[src/rtl/clk_divider_bank.sv]
// ---------------------------------------------------------------------------
// clk_divider_bank
//
// Bank of N_CH independently programmable clock dividers in a single clock
// domain. Each channel counts clk cycles up to a programmable half-period.
// At each half-period boundary it raises a one-cycle tick and updates its
// divided output:
//   mode 0 : square wave, the output toggles at every boundary (period 2*half)
//   mode 1 : pulse train, the output is high for the boundary cycle only
//            (period half)
// A half-period of 0 parks the channel with both outputs low.
//
// Ports
//   clk       in   system clock, all state updates on the rising edge
//   rst_n     in   asynchronous active-low reset
//   en        in   [N_CH]  per-channel run enable (level)
//   sync_all  in   one-cycle strobe, restarts the phase of every channel
//   cfg_we    in   configuration write strobe
//   cfg_ch    in   [CH_W]  target channel; indices >= N_CH are ignored
//   cfg_half  in   [CNT_W] new half-period in clk cycles
//   cfg_mode  in   new output mode (0 square, 1 pulse)
//   div_out   out  [N_CH]  per-channel divided output (registered)
//   tick      out  [N_CH]  per-channel boundary strobe (registered)
// ---------------------------------------------------------------------------
module clk_divider_bank #(
    parameter int N_CH         = 4,
    parameter int CNT_W        = 26,
    parameter int DEFAULT_HALF = 24000,
    localparam int CH_W        = (N_CH > 1) ? $clog2(N_CH) : 1
) (
    input  logic             clk,
    input  logic             rst_n,
    input  logic [N_CH-1:0]  en,
    input  logic             sync_all,
    input  logic             cfg_we,
    input  logic [CH_W-1:0]  cfg_ch,
    input  logic [CNT_W-1:0] cfg_half,
    input  logic             cfg_mode,
    output logic [N_CH-1:0]  div_out,
    output logic [N_CH-1:0]  tick
);

    for (genvar i = 0; i < N_CH; i++) begin : g_ch
        logic [CNT_W-1:0] cnt;
        logic [CNT_W-1:0] half;
        logic             mode;
        logic             out_q;
        logic             tick_q;
        logic             wr_hit;
        logic             at_end;

        // An out-of-range cfg_ch can never equal a valid channel index, so
        // such writes fall through with no effect on any channel.
        assign wr_hit = cfg_we && (cfg_ch == CH_W'(i));

        // cnt only ever runs 0..half-1, so this compare cannot wrap even
        // for the largest representable half.
        assign at_end = (cnt == half - CNT_W'(1));

        always_ff @(posedge clk or negedge rst_n) begin
            if (!rst_n) begin
                cnt    <= '0;
                half   <= CNT_W'(DEFAULT_HALF);
                mode   <= 1'b0;
                out_q  <= 1'b0;
                tick_q <= 1'b0;
            end else if (sync_all || wr_hit) begin
                // Restart from phase 0; a write also loads the new ratio,
                // which takes effect from the following edge.
                cnt    <= '0;
                out_q  <= 1'b0;
                tick_q <= 1'b0;
                if (wr_hit) begin
                    half <= cfg_half;
                    mode <= cfg_mode;
                end
            end else if (!en[i] || (half == '0)) begin
                cnt    <= '0;
                out_q  <= 1'b0;
                tick_q <= 1'b0;
            end else if (at_end) begin
                cnt    <= '0;
                tick_q <= 1'b1;
                out_q  <= mode ? 1'b1 : ~out_q;
            end else begin
                cnt    <= cnt + CNT_W'(1);
                tick_q <= 1'b0;
                if (mode) begin
                    out_q <= 1'b0;
                end
            end
        end

        assign div_out[i] = out_q;
        assign tick[i]    = tick_q;
    end

endmodule

[config.mk]
export PLATFORM = sky130hd
export DESIGN_NAME = clk_divider_bank
export DESIGN_NICKNAME = d
export VERILOG_FILES = /design/src/rtl/clk_divider_bank.sv
export SDC_FILE = /design/constraint.sdc
export NUM_CORES = 1
export LEC_CHECK = 0
export BUFFER_PORTS_ARGS = -buffer_cell sky130_fd_sc_hd__buf_4
export CORE_MARGIN = 5
export CORE_UTILIZATION = 68
export DETAILED_ROUTE_END_ITERATION = 7
export PLACE_DENSITY = 0.86
export REMOVE_ABC_BUFFERS = 1
export SKIP_CTS_REPAIR_TIMING = 1
export SLEW_MARGIN = 20
export SYNTH_ARGS = -nofsm -noshare
export SYNTH_HDL_FRONTEND = slang
export SYNTH_SLANG_ARGS = --single-unit
export TNS_END_PERCENT = 50
[constraint.sdc]
create_clock -name clk -period 5.9 [get_ports clk]
set_clock_uncertainty 0.2 [all_clocks]
set_input_delay 1.77 -clock clk [delete_from_list [all_inputs] [get_ports clk]]
set_output_delay 1.77 -clock clk [all_outputs]
set_load 0.05 [all_outputs]
# Word-level counts from Yosys, hierarchy flattened
# Cells that the tools add are included.
# op_classes
n_addsub	8
bitwise_logic	4
reduce_logical	29
n_eq_ne	7
muxes	44
# ops
operator	n
26-bit two-way mux	12
26-bit by 1-bit adder with 26-bit output (second input constant)	4
26-bit == test	4
26-bit zero test	4
26-bit by 1-bit subtractor with 26-bit output (second input constant)	4
1-bit two-way mux	32
4-bit nonzero test	4
1-bit logical OR	8
2-bit AND reduction	4
2-bit == test (second input constant)	2
1-bit logical AND	4
1-bit zero test	4
1-bit NOT	4
2-bit by 1-bit == test with 1-bit output (second input constant)	1
2-bit zero test	1
# totals
in_bits	37
elab_cells	112
ff_bits	220

# Logic depth before layout (Yosys ltp)
# logic_depth
ltp_word	5
mapped_depth	13
mapped_depth_nobuf	9

# Worst setup path after synthesis
# Ideal clock, no wire load.
# synth_timing
path_kind	input -> register
start	input cfg_ch[1]
end	register g_ch[1].cnt[10]
path_stages	6
setup_time_ps	81
path_slack_ps	2343
arrival_ps	3276
cell_sequence	nand3b_1 clkbuf_1 o2111ai_1 dlygate4sd1_1 dlygate4sd1_1 nor3_2
# synth_between
elab_chain_cells	4
# synth_lines
item	line_no	text
from (decl)	36	input logic [CH_W-1:0] cfg_ch,
2-bit by 1-bit == test with 1-bit output	54	assign wr_hit = cfg_we && (cfg_ch == CH_W'(i));
1-bit logical AND	54	
1-bit logical OR	67	end else if (sync_all || wr_hit) begin
26-bit two-way mux	67	
to (signal assigned)	86	cnt <= cnt + CNT_W'(1);
to (decl)	44	logic [CNT_W-1:0] cnt;
# No other way between the ends.
# A chain may end at the register's enable or synchronous reset.

# Worst setup path after layout
# layout_timing
start	register g_ch[0].half[0]
end	register g_ch[0].cnt[10]
# layout_between
elab_chain_cells	5
# layout_lines
item	line_no	text
from (decl)	45	logic [CNT_W-1:0] half;
from (signal assigned)	63	half <= CNT_W'(DEFAULT_HALF);
from (signal assigned)	74	half <= cfg_half;
26-bit by 1-bit subtractor with 26-bit output	58	assign at_end = (cnt == half - CNT_W'(1));
26-bit == test	58	
26-bit two-way mux	81	end else if (at_end) begin
26-bit two-way mux *	77	end else if (!en[i] || (half == '0)) begin
26-bit two-way mux *	67	
to (signal assigned)	86	
to (decl)	44	
# Every way passes the cells marked *; elsewhere a longest branch is shown, timed or not.

==> results.toml <==
[outcome]
status = "complete, no violations"

[floorplanning]
die_y_um = 152.7
pin_count = 45
initial_core_util = 0.6883
rows = 52
core_sq_um = 20100
die_w_um = 152.7
dieArea_sq_um = 23300

[power_and_ir_drop]
leakage_uw = 0.005737
power_density_nw_per_um2 = 293.0
ir_drop_mv = 0.2580

[synthesis]
synthCells = 1395
synth-seq-cells = 220
synth_commonest_cells = "dfrtp_1, nor3_1, xnor2_1"
synth.most_common_cell = "dfrtp_1"
syn_area_per_cell_sq_um = 9.919
seq_area_frac_synth = 0.4004
synth_top_area_share = 0.3472
synthTopCellsByArea = "dfrtp_1, mux2_2, xnor2_1"
synth-main-ff-cell = "dfrtp_1"
ys_types = 82
syn-cell-area_sq_um = 13840
yosys_warnings = 0
synth_edf_count = 0
async_reset_ff_frac = 1.000
synth_top_area_cell = "dfrtp_1"

[detailed_routing]
vias_per_cell = 6.529
firstDrtPassIters = 6
drt_iter0_markers = 991
drc = 0
wl_per_cell_um = 20.41
wirelength_um = 34260
vias = 10960
ant_nets = 0

[cells_and_area]
final_cells = 1678
diodes = 0
layout.nets = 1435
drive_gt1_frac = 0.1989
area_growth_pct = 8.852
fillCellCount = 1407

[placed_design]
place_inst = 1634
gp_congestion = 0.9081
dp_hpwl_um = 23810
numPortBuffers = 44

[setup_path]
reg2regPathDepth = 8
r2r_slack_ps = 1840
crit_top_cell = "nor3_1"
crit_chain = "nor3_1 > nand4_1 > or3b_2 > a2111oi_0 > nor3_1 > and4b_1 > buf_4 > nor3_1"
setup.worst_path.start_class = "flip-flop"
crit_family = "simple AND/OR/NAND/NOR gates"
cp_slowest_cell = "nor3_1"
path_class = "reg2reg"
arrival_ps = 4230
end_kind = "flip-flop"
path_buf_inv = 1
r2r-end = "g_ch[0].cnt[10]"
worstPathRequired_ps = 6070
r2r_start = "g_ch[0].half[0]"
cp_max_fo = 19
max_stage_delay_ps = 680

[grt]
grt-ovfl-total = 0
first_global_vias = 10760
grt_pass1_wl_um = 56500
grt_usage = 0.2904
antenna_found_initial = 0
grt_max_degree = 123

[clock_network]
cts_buffers = 24
ctsRootBufferMaster = "clkbuf_16"
cts_buffer_depth = 3
clkTransAtPathRegs_ps = 60
cts_max_level = 1
cts_sinks = 220
tritoncts = "built"
clk_latency_ps = 530

[worst_hold_path]
hold_class = "reg2reg"
holdPathStages = 1
worstHoldStart = "g_ch[2].half[24]"
min_to = "g_ch[2].half[24]"

[timing]
post-route-period-util = 0.6882
max_slew_margin = 0.2808
fin_crit_ps = 4060
max_freq_ghz = 0.2463
finalHoldViolations = 0
rsz0062_at_grt = "false"
fin_tns_setup_ps = 0
setup_viol = 0
drv_slew = 0
worst_pin_slew_ps = 1079

[run]
drv_cap = 0
worst max path at each step:
stage,start,endpoint,cells after the start
floorplan,cfg_ch[1],g_ch[0].out_q,4
global placement,cfg_we,g_ch[0].out_q,6
detailed placement,g_ch[2].half[9],g_ch[2].out_q,8
CTS,g_ch[2].half[9],g_ch[2].out_q,8
global route,g_ch[2].half[9],g_ch[2].out_q,8
finish,g_ch[0].half[0],g_ch[0].cnt[10],8
sequential cells by signal, indices dropped and copies added, names as in the netlist:
signal / count
g_ch.tick_q: 4
g_ch.mode: 4
g_ch.half: 104
g_ch.cnt: 104
g_ch.out_q: 4
cells in the final DEF (no fill, tap or decap), types with 6 or more instances in the layout:
cell type	instances
dfrtp_1	192
nor3_1	127
xnor2_1	120
mux2_2	109
xor2_1	105
nand3_1	69
nand2_1	69
nor2_1	56
buf_4	52
nor4_1	31
and3_1	31
a21oi_1	28
dfstp_2	28
inv_1	26
clkbuf_16	25
nand4_1	24
nor3_2	21
or4_1	19
o21ai_0	18
or3_1	15
and4_1	14
nor3b_1	14
nor4b_1	13
nor2b_1	12
a31oi_1	12
o211ai_1	11
nand2b_1	10
o31ai_1	8
ha_1	8
nor4_2	7
nand4b_1	7
a2111oi_0	7
nand3b_1	6
and2_1	6
o41ai_1	6
o21a_1	6
worst register-to-register path, delay by kind of cell (launching register included):
kind	cells	cell delay, ps
compound gates	1	380
simple gates	6	2540
buf+inv	1	320
flops	1	450
layout make-up:
type | count | area (sq um) | area share
Multi-Input combinational cell | 1064 | 7780 | 0.5165
Sequential cell | 220 | 5540 | 0.3678
Clock buffer | 33 | 695.7 | 0.04619
Timing Repair Buffer | 54 | 425.4 | 0.02824
Tap cell | 270 | 337.8 | 0.02243
Clock inverter | 11 | 185.2 | 0.01229
Inverter | 26 | 97.59 | 0.006480
stage by stage:
stage / area (sq um) / total power (uW) / util / setup WS [ps] / hold slack (ps)
3_3_place_gp: 14180 / 2704 / 0.7054 / 1938 / 327.0
6_report: 15060 / 4414 / 0.7492 / 1840 / 353.8
2_1_floorplan: 13380 / 2477 / - / 644.3 / 286.9
4_1_cts: 15060 / 4423 / 0.7492 / 1890 / 353.0
5_1_grt: 15060 / 4607 / 0.7492 / 1483 / 371.5
3_5_place_dp: 14180 / 2740 / 0.7054 / 1894 / 336.9
per-layer routing:
metal	routed length [um]	track usage
met1	13990	0.3834
met2	16850	0.4891
met3	2411	0.05936
met4	1004	0.08273
met5	0	0
cells by family after synthesis:
kind of cell / Yosys count / share of synthesized area
xor gates and xnor gates: 225 / 0.1424
adders and majority gates: 8 / 0.007234
buffers and inverters: 111 / 0.03997
muxes: 113 / 0.09169
AOI/OAI and AO/OA: 143 / 0.07324
DFF: 220 / 0.4004
and+or+nand+nor: 575 / 0.2451
power breakdown:
| group | internal, uW | total, uW | switching, uW |
|---|---|---|---|
| registers | 1680 | 1930 | 249 |
| clock network | 1040 | 1670 | 625 |
| logic | 386 | 817 | 431 |
No activity file was read; power rests on OpenSTA's default activity.
